## src/rtl/pc_sequencer.sv

```systemverilog
// pc_sequencer: fetch/redirect controller for the 16-bit RISC core.
// Drives the program counter's next-address input, runs the instruction
// memory req/ack handshake and keeps a small return-address stack.
//
//   state | meaning
//   FETCH | imem_req high, PC held, waiting for imem_ack
//   ISSUE | instruction valid; control inputs pick the next PC
//   HALT  | fetching stopped, PC held; only rst leaves
module pc_sequencer #(
  parameter int AW        = 6,
  parameter int RAS_DEPTH = 4
) (
  input  logic          clk,
  input  logic          rst,
  input  logic [AW-1:0] pc_in,
  output logic [AW-1:0] target,
  output logic          imem_req,
  input  logic          imem_ack,
  output logic          instr_valid,
  input  logic          stall,
  input  logic          br_taken,
  input  logic [AW-1:0] br_addr,
  input  logic          jump,
  input  logic          call,
  input  logic [AW-1:0] jmp_addr,
  input  logic          ret,
  input  logic          halt,
  output logic          halted,
  output logic          ras_ovf,
  output logic          ras_unf
);

  localparam int PW = $clog2(RAS_DEPTH);
  localparam int CW = PW + 1;

  localparam logic [1:0] ST_FETCH = 2'd0;
  localparam logic [1:0] ST_ISSUE = 2'd1;
  localparam logic [1:0] ST_HALT  = 2'd2;

  logic [1:0]    state;
  logic [1:0]    state_nxt;

  logic [AW-1:0] ras_mem [RAS_DEPTH];
  logic [CW-1:0] ras_cnt;
  logic [CW-1:0] ras_cnt_m1;
  logic [PW-1:0] top_idx;
  logic [PW-1:0] push_idx;
  logic [AW-1:0] ras_top;
  logic          ras_empty;
  logic          ras_full;

  logic [AW-1:0] pc_inc;
  logic          do_push;
  logic          do_pop;
  logic          set_ovf;
  logic          set_unf;

  // Sequential PC and the stack pointers derived from the entry count.
  always_comb begin
    pc_inc     = pc_in + AW'(1);
    ras_cnt_m1 = ras_cnt - CW'(1);
    top_idx    = ras_cnt_m1[PW-1:0];
    push_idx   = ras_cnt[PW-1:0];
    ras_top    = ras_mem[top_idx];
    ras_empty  = (ras_cnt == '0);
    ras_full   = (ras_cnt == CW'(RAS_DEPTH));
  end

  // Next-state, next-PC and stack-operation decode; rst forces a quiet bus.
  always_comb begin
    state_nxt   = state;
    target      = pc_in;
    imem_req    = 1'b0;
    instr_valid = 1'b0;
    halted      = 1'b0;
    do_push     = 1'b0;
    do_pop      = 1'b0;
    set_ovf     = 1'b0;
    set_unf     = 1'b0;

    if (rst) begin
      target    = '0;
      state_nxt = ST_FETCH;
    end else begin
      case (state)
        ST_FETCH: begin
          imem_req = 1'b1;
          if (imem_ack) begin
            state_nxt = ST_ISSUE;
          end
        end

        ST_ISSUE: begin
          instr_valid = 1'b1;
          if (halt) begin
            state_nxt = ST_HALT;
          end else if (stall) begin
            state_nxt = ST_ISSUE;
          end else begin
            state_nxt = ST_FETCH;
            if (ret) begin
              if (!ras_empty) begin
                target = ras_top;
                do_pop = 1'b1;
              end else begin
                target  = pc_inc;
                set_unf = 1'b1;
              end
            end else if (call) begin
              target = jmp_addr;
              // A full stack keeps its contents; the lost return is flagged.
              if (ras_full) begin
                set_ovf = 1'b1;
              end else begin
                do_push = 1'b1;
              end
            end else if (jump) begin
              target = jmp_addr;
            end else if (br_taken) begin
              target = br_addr;
            end else begin
              target = pc_inc;
            end
          end
        end

        ST_HALT: begin
          halted = 1'b1;
        end

        default: begin
          state_nxt = ST_FETCH;
        end
      endcase
    end
  end

  // State register.
  always_ff @(posedge clk) begin
    if (rst) begin
      state <= ST_FETCH;
    end else begin
      state <= state_nxt;
    end
  end

  // Stack occupancy and sticky error flags.
  always_ff @(posedge clk) begin
    if (rst) begin
      ras_cnt <= '0;
      ras_ovf <= 1'b0;
      ras_unf <= 1'b0;
    end else begin
      if (do_push) begin
        ras_cnt <= ras_cnt + CW'(1);
      end else if (do_pop) begin
        ras_cnt <= ras_cnt_m1;
      end
      if (set_ovf) begin
        ras_ovf <= 1'b1;
      end
      if (set_unf) begin
        ras_unf <= 1'b1;
      end
    end
  end

  // Stack storage; entries above the count are don't-care, so no reset.
  always_ff @(posedge clk) begin
    if (do_push) begin
      ras_mem[push_idx] <= pc_inc;
    end
  end

endmodule
```

## config.mk

```make
export PLATFORM = sky130hd
export DESIGN_NAME = pc_sequencer
export DESIGN_NICKNAME = d
export VERILOG_FILES = /design/src/rtl/pc_sequencer.sv
export SDC_FILE = /design/constraint.sdc
export NUM_CORES = 1
export LEC_CHECK = 0
export CORE_AREA = 2 2 70 72
export DETAILED_ROUTE_END_ITERATION = 6
export DIE_AREA = 0 0 72 74
export MAX_ROUTING_LAYER = met4
export PLACE_DENSITY = 0.77
export SYNTH_ARGS = -nofsm -noshare
export SYNTH_HDL_FRONTEND = slang
export SYNTH_SLANG_ARGS = --single-unit
```

## constraint.sdc

```tcl
create_clock -name clk -period 2.45 [get_ports clk]
set_input_delay 0.3675 -clock clk [delete_from_list [all_inputs] [get_ports clk]]
set_output_delay 0.3675 -clock clk [all_outputs]
set_load 0.02 [all_outputs]
```

After elaboration in Yosys (flattened, before gate mapping). Memory sizes are Yosys's and may differ from the RTL's. Cells that the tools add are included.

$add $sub $neg: 3. Multiply operators: 0. Divide/modulo/power cells: 0. Order comparisons: 0. Eq/ne operators: 4. Shift-type cells: 0. Mux-type cells: 49. Bitwise gates (word level): 1. Reduce and logical (&&, ||, !) cells: 4.

Operators with widths (number): two-way mux 6 bit (9); two-way mux 1 bit (35); adder 6 x 1 -> 6 bit (second input constant) (1); two-way mux 3 bit (2); case mux 2 bit (3 select lines) (1); two-way mux 2 bit (2); adder 3 x 1 -> 3 bit (second input constant) (1); == test 3 bit (second input constant) (1); logical NOT 3 bit (1); subtractor 3 x 1 -> 3 bit (second input constant) (1); == test 2 x 1 -> 1 bit (second input constant) (1); == test 2 bit (second input constant) (1); logical NOT 2 bit (1); inequality test 2 bit (second input constant) (1); AND reduction 2 bit (1); nonzero test 2 bit (1); inverter 1 bit (1).

Register bits: 7. Bits in latches: 0. Memory bits (writable): 24. Memory bits (read-only): 0. Input bits: 27. Output and inout port bits: 11. Logic and storage cells: 66. Memories: 1.

Memories: ras_mem (words 4, bits a word 6, read ports 1, clocked after Yosys merged registers in 0, wr ports 1, RTL line 43) `logic [AW-1:0] ras_mem [RAS_DEPTH];`.

Logic depth before layout (Yosys ltp).
Word-level depth: 10. Depth in mapped cells: 9. Gate-level depth less buffers: 7.

Least setup slack after synthesis. Ideal clock, no wire load.

Path type: register -> output. Start: register ras_cnt[0]. End: output port target[2]. Arrival time: 2658 ps. Data required time: 2082 ps. Slack: -576 ps. Cell stages (with the launch flop): 8. Path buffers: 2. Cell sequence: dfxtp_1 -> buf_2 -> inv_1 -> ha_1 -> buf_1 -> mux4_2 -> o21ai_0 -> a2111oi_0.

Cells in the longest elaborated chain, start to end: 8. Elaborated cells on any way between the ends: 9. Classes of those cells: add/sub (1); mux (6); reduce/logical (1); memory (1).

RTL lines: start: declaration (RTL line 44) `logic [CW-1:0] ras_cnt;`; start signal: assignment (RTL line 155) `ras_cnt <= ras_cnt + CW'(1);`; start signal: assignment (RTL line 157) `ras_cnt <= ras_cnt_m1;`; subtractor 3 x 1 -> 3 bit (RTL line 61) `ras_cnt_m1 = ras_cnt - CW'(1);`; memory (4 x 6 bit); two-way mux 6 bit * (RTL line 102) `if (!ras_empty) begin`; two-way mux 6 bit * (RTL line 101) `if (ret) begin`; two-way mux 6 bit * (RTL line 97) `end else if (stall) begin`; two-way mux 6 bit * (RTL line 95) `if (halt) begin`; two-way mux 6 bit * (RTL line 85) `case (state)`; two-way mux 6 bit * (RTL line 81) `if (rst) begin`; end: declaration (RTL line 16) `output logic [AW-1:0] target,`.

Mark *: on every way between the ends. The rest lies on a longest branch, timed or not.

Worst setup path in the final report.
Start: register ras_cnt[1]. End: output port target[5].

Same word-level chain as after synthesis.

==> implementation parameters <==
Parameter                              Value

Synthesis
  Synthesized area ... 0.00177 mm²
  Most area-consuming cells after synthesis ... sky130_fd_sc_hd__edfxtp_1 (41%), sky130_fd_sc_hd__dfxtp_1 (7.9%), sky130_fd_sc_hd__mux4_2 (7.7%)
  Proportion of register bits with asynchronous set or reset after synthesis ... 0%
  Top-area cell type share of the netlist area ... 40.8%
  Biggest area consumer among synthesized cells ... sky130_fd_sc_hd__edfxtp_1
  Average cell area after synthesis ... 11.5 µm²
  Dominant register cell in the synthesized netlist ... sky130_fd_sc_hd__edfxtp_1
  Distinct cell type count after synthesis ... 46
  Share of synthesized area occupied by flip-flops and latches ... 48.8%
  EDFF count, synth ... 24
  Flip-flop and latch count after synthesis ... 31
  Syn_nets ... 187
  Synth warn ... 0
  Gate Count Post-Synth ... 154

Power and ir drop
  Leakage component of the power ... 1.17 nW
  Combinational share of power ... 17.8%
  Total chip power ... 1.30 mW
  Switching component of the power ... 0.302 mW
  Switching Share ... 23.2%
  IR Drop Worst-Case VDD ... 0.473 mV
  Proportion of power drawn by the clock network ... 38.1%
  Sequential share of power ... 44.1%
  Power per cell area ... 475 mW/mm²
  Int Pwr ... 1.00 mW

Place
  Placed Cells incl. Taps ... 287
  Placed wire-length estimate after detailed placement ... 3460 µm
  Weighted congestion at the end of routability-driven global placement ... 0.880
  Area post-placement ... 0.00255 mm²
  Count of input and output buffers ... 37
  Worst-case setup slack after placement ... -558 ps

Clock network
  CTS tree ... yes
  CTS Buf Count ... 5
  Clk buf depth ... 2
  Hold Buf Count CTS ... 0
  Buffer type at the clock tree root ... sky130_fd_sc_hd__clkbuf_8
  CTS clk-pin slew, worst paths ... 70 ps
  Clk_lat worst skew ... 280 ps
  Htree depth ... 2
  Clock sink count ... 31

Worst setup path
  Startpoint of the worst-slack reg-to-reg timing path ... state[1]$_SDFFE_PP0P_
  CP Data Arrival Time ... 2090 ps
  Worst path required time ... 2080 ps
  Number of cells traversed by the worst register-to-register path ... 4
  Largest fanout of any net on the critical path ... 2
  Launching element type of the critical path ... register
  Kind of critical path ... reg -> out
  R2R setup slack ... 650 ps
  Capture instance of the worst register-to-register path ... ras_mem[2][0]$_DFFE_PP_
  Critical path capture point type ... primary output

Finish
  NumNets Final ... 274
  Inserted Diodes ... 0
  Non-filler instance count after layout ... 296
  Count of filler cells inserted in the layout ... 355
  Final cell utilization of the core ... 59.7%
  Area of the multi-input gates ... 906 µm²
  Storage element area ... 863 µm²
  Fraction of final layout cells sized beyond drive strength 1 ... 38.4%
  Cell area after layout ... 0.00274 mm²
  Synth-to-Final Area Change ... 55.4%

STA
  Unrepaired setup endpoints after global routing ... true
  Final worst clock skew ... 4.12 ps
  Relative max-transition margin ... 70.7%
  Smallest setup slack after layout ... -4.45 ps
  Maximum operating frequency ... 0.407 GHz
  Total count of hold-check failures in the final report ... 0
  Final count of negative-setup-slack endpoints ... 1
  Period utilisation layout ... 100%
  Final count of pins violating max slew ... 0
  Post-route minimum period ... 2450 ps
  Slew at the pin with the worst max-slew slack ... 436 ps

Routing
  Wire length per cell after detailed routing ... 15.1 µm
  Vias per cell ... 5.22
  First-pass iteration count of the detailed router ... 6
  DRC viols ... 0
  Iter 0 DRT Violations ... 78
  Total number of vias ... 1545
  Number of nets with antenna violations after routing ... 0
  Total wire length ... 4460 µm

Run status
  Run status ... complete, but fails checks
  Violations in the final reports ... negative setup slack

Flow run
  Max-cap violations ... 0

Min path
  Min-delay worst type ... reg -> reg
  End point of the worst hold path ... ras_unf$_SDFFE_PP0P_
  Startpoint of the most critical hold path ... ras_unf$_SDFFE_PP0P_
  Hold depth ... 2

GRT
  Largest net degree at the start of global routing ... 12
  Global-route usage over all layers ... 18.6%
  Overflow left after global routing ... 0
  Vias in the first global route ... 1487
  Antenna violations before repair ... 0
  Wire length of the first global-routing pass ... 7070 µm

Die
  Area of the placeable core ... 0.00460 mm²
  Starting density of the core ... 38.4%
  Number of standard-cell rows in the floorplan ... 25
  Vertical die dimension ... 74 µm
  Die area ... 0.00533 mm²
  Die Width ... 72 µm
  Number of primary I/O pins ... 38
==> cell usage in the layout (no fill, tap or decap), types with 4 or more instances in the layout <==
cell                              synthesis  layout
sky130_fd_sc_hd__clkdlybuf4s50_1          0      22
sky130_fd_sc_hd__ha_1                     6       4
sky130_fd_sc_hd__edfxtp_1                24      24
sky130_fd_sc_hd__dfxtp_1                  7       5
sky130_fd_sc_hd__buf_4                    0      52
sky130_fd_sc_hd__a21oi_1                  8       8
sky130_fd_sc_hd__o21ai_0                  9       8
sky130_fd_sc_hd__mux4_2                   6       6
sky130_fd_sc_hd__nor2_1                  15      14
sky130_fd_sc_hd__dlymetal6s2s_1           0       6
sky130_fd_sc_hd__and3_2                   4       4
sky130_fd_sc_hd__clkbuf_8                 0       5
sky130_fd_sc_hd__inv_1                    8       6
sky130_fd_sc_hd__nand2_1                  7       7
==> power groups by stage <==
stage	clock network (mW)	logic, mW	registers, mW
after floorplan	0	0.0856	0.587
after global placement	0	0.224	0.586
after detailed placement	0	0.226	0.586
after CTS	0.511	0.230	0.575
after global routing	0.539	0.253	0.575
final	0.497	0.232	0.575
==> metal layers <==
| layer | part of all wire, % | global-route usage (%) | vias up | routed length, µm |
|---|---|---|---|---|
| li1 | - | - | 764 | - |
| met1 | 44 | 22.7 | 732 | 1980 |
| met2 | 50 | 29.9 | 43 | 2220 |
| met3 | 4.8 | 5.42 | 6 | 213 |
| met4 | 1.2 | 6.29 | 0 | 53 |
| met5 | 0 | - | - | 0 |
==> flip-flops by register name (all words and copies together) (netlist names) <==
name	cells
ras_mem	24
ras_cnt	3
state	2
ras_ovf	1
ras_unf	1
==> worst max-delay path by stage <==
stage,endpoint,cells after the start,startpoint
after detailed placement,target[4],9,call
final,target[5],8,ras_cnt[1]$_SDFFE_PP0P_
after global placement,target[4],9,call
after CTS,target[5],8,ras_cnt[1]$_SDFFE_PP0P_
after floorplan,target[5],9,ras_cnt[0]$_SDFFE_PP0P_
after global routing,target[5],8,ras_cnt[1]$_SDFFE_PP0P_
==> metrics by stage <==
step	TNS (ps)	hold WS, ps
6_report	-4.45	495
5_1_grt	-96.6	519
4_1_cts	-69.0	488
3_5_place_dp	-3140	471
3_3_place_gp	-3060	463
2_1_floorplan	0	478
==> synth_stat cells, types with 2 or more instances <==
cell type,instances
sky130_fd_sc_hd__ha_1,6
sky130_fd_sc_hd__nand2_1,7
sky130_fd_sc_hd__buf_6,2
sky130_fd_sc_hd__xor2_1,3
sky130_fd_sc_hd__dfxtp_1,7
sky130_fd_sc_hd__mux2i_1,3
sky130_fd_sc_hd__nand3_1,3
sky130_fd_sc_hd__a31oi_1,3
sky130_fd_sc_hd__nor2_1,15
sky130_fd_sc_hd__o21ai_0,9
sky130_fd_sc_hd__clkbuf_1,4
sky130_fd_sc_hd__o22ai_1,2
sky130_fd_sc_hd__a21oi_1,8
sky130_fd_sc_hd__o221ai_1,2
sky130_fd_sc_hd__a21o_1,2
sky130_fd_sc_hd__nor3_1,2
sky130_fd_sc_hd__a22o_1,2
sky130_fd_sc_hd__xnor2_1,3
sky130_fd_sc_hd__inv_1,8
sky130_fd_sc_hd__mux4_2,6
sky130_fd_sc_hd__and3_1,2
sky130_fd_sc_hd__nor3b_1,2
sky130_fd_sc_hd__or4b_1,2
sky130_fd_sc_hd__o21a_1,2
sky130_fd_sc_hd__edfxtp_1,24
sky130_fd_sc_hd__or3_1,2
sky130_fd_sc_hd__and3_2,4
==> cells by family after synthesis <==
group                      after synthesis  share of synthesized area (%)
and+or+nand+nor                         47                           15.6
AOI/OAI and AO/OA                       39                           14.7
DFF                                     31                           48.8
buffers and inverters                   16                           4.32
muxes                                    9                           9.36
xor gates and xnor gates                 6                           2.98
adders and majority gates                6                           4.25
==> final cells by class <==
class	count	area share (%)
Clock buffer	5	2.51
Clock inverter	3	1.60
Inverter	8	1.09
Multi-Input combinational cell	107	33.0
Sequential cell	31	31.5
Tap cell	54	2.46
Timing Repair Buffer	88	27.9
==> repair_timing <==
item                                    CTS  global route
buffers inserted                          1             0
pin swaps                                 4             6
gates resized for setup                  46            14
endpoints found under the setup margin    6             8
==> critical path, cell delays in order, from the launching register on <==
cell                       delay (ps)
sky130_fd_sc_hd__dfxtp_2          330
sky130_fd_sc_hd__inv_2             50
sky130_fd_sc_hd__ha_4             270
sky130_fd_sc_hd__mux4_2           340
sky130_fd_sc_hd__o311ai_4         250
sky130_fd_sc_hd__a31oi_2           70
sky130_fd_sc_hd__a21o_1           170
sky130_fd_sc_hd__a22o_1           180
sky130_fd_sc_hd__buf_6            130
No activity file was read; power rests on OpenSTA's default activity.
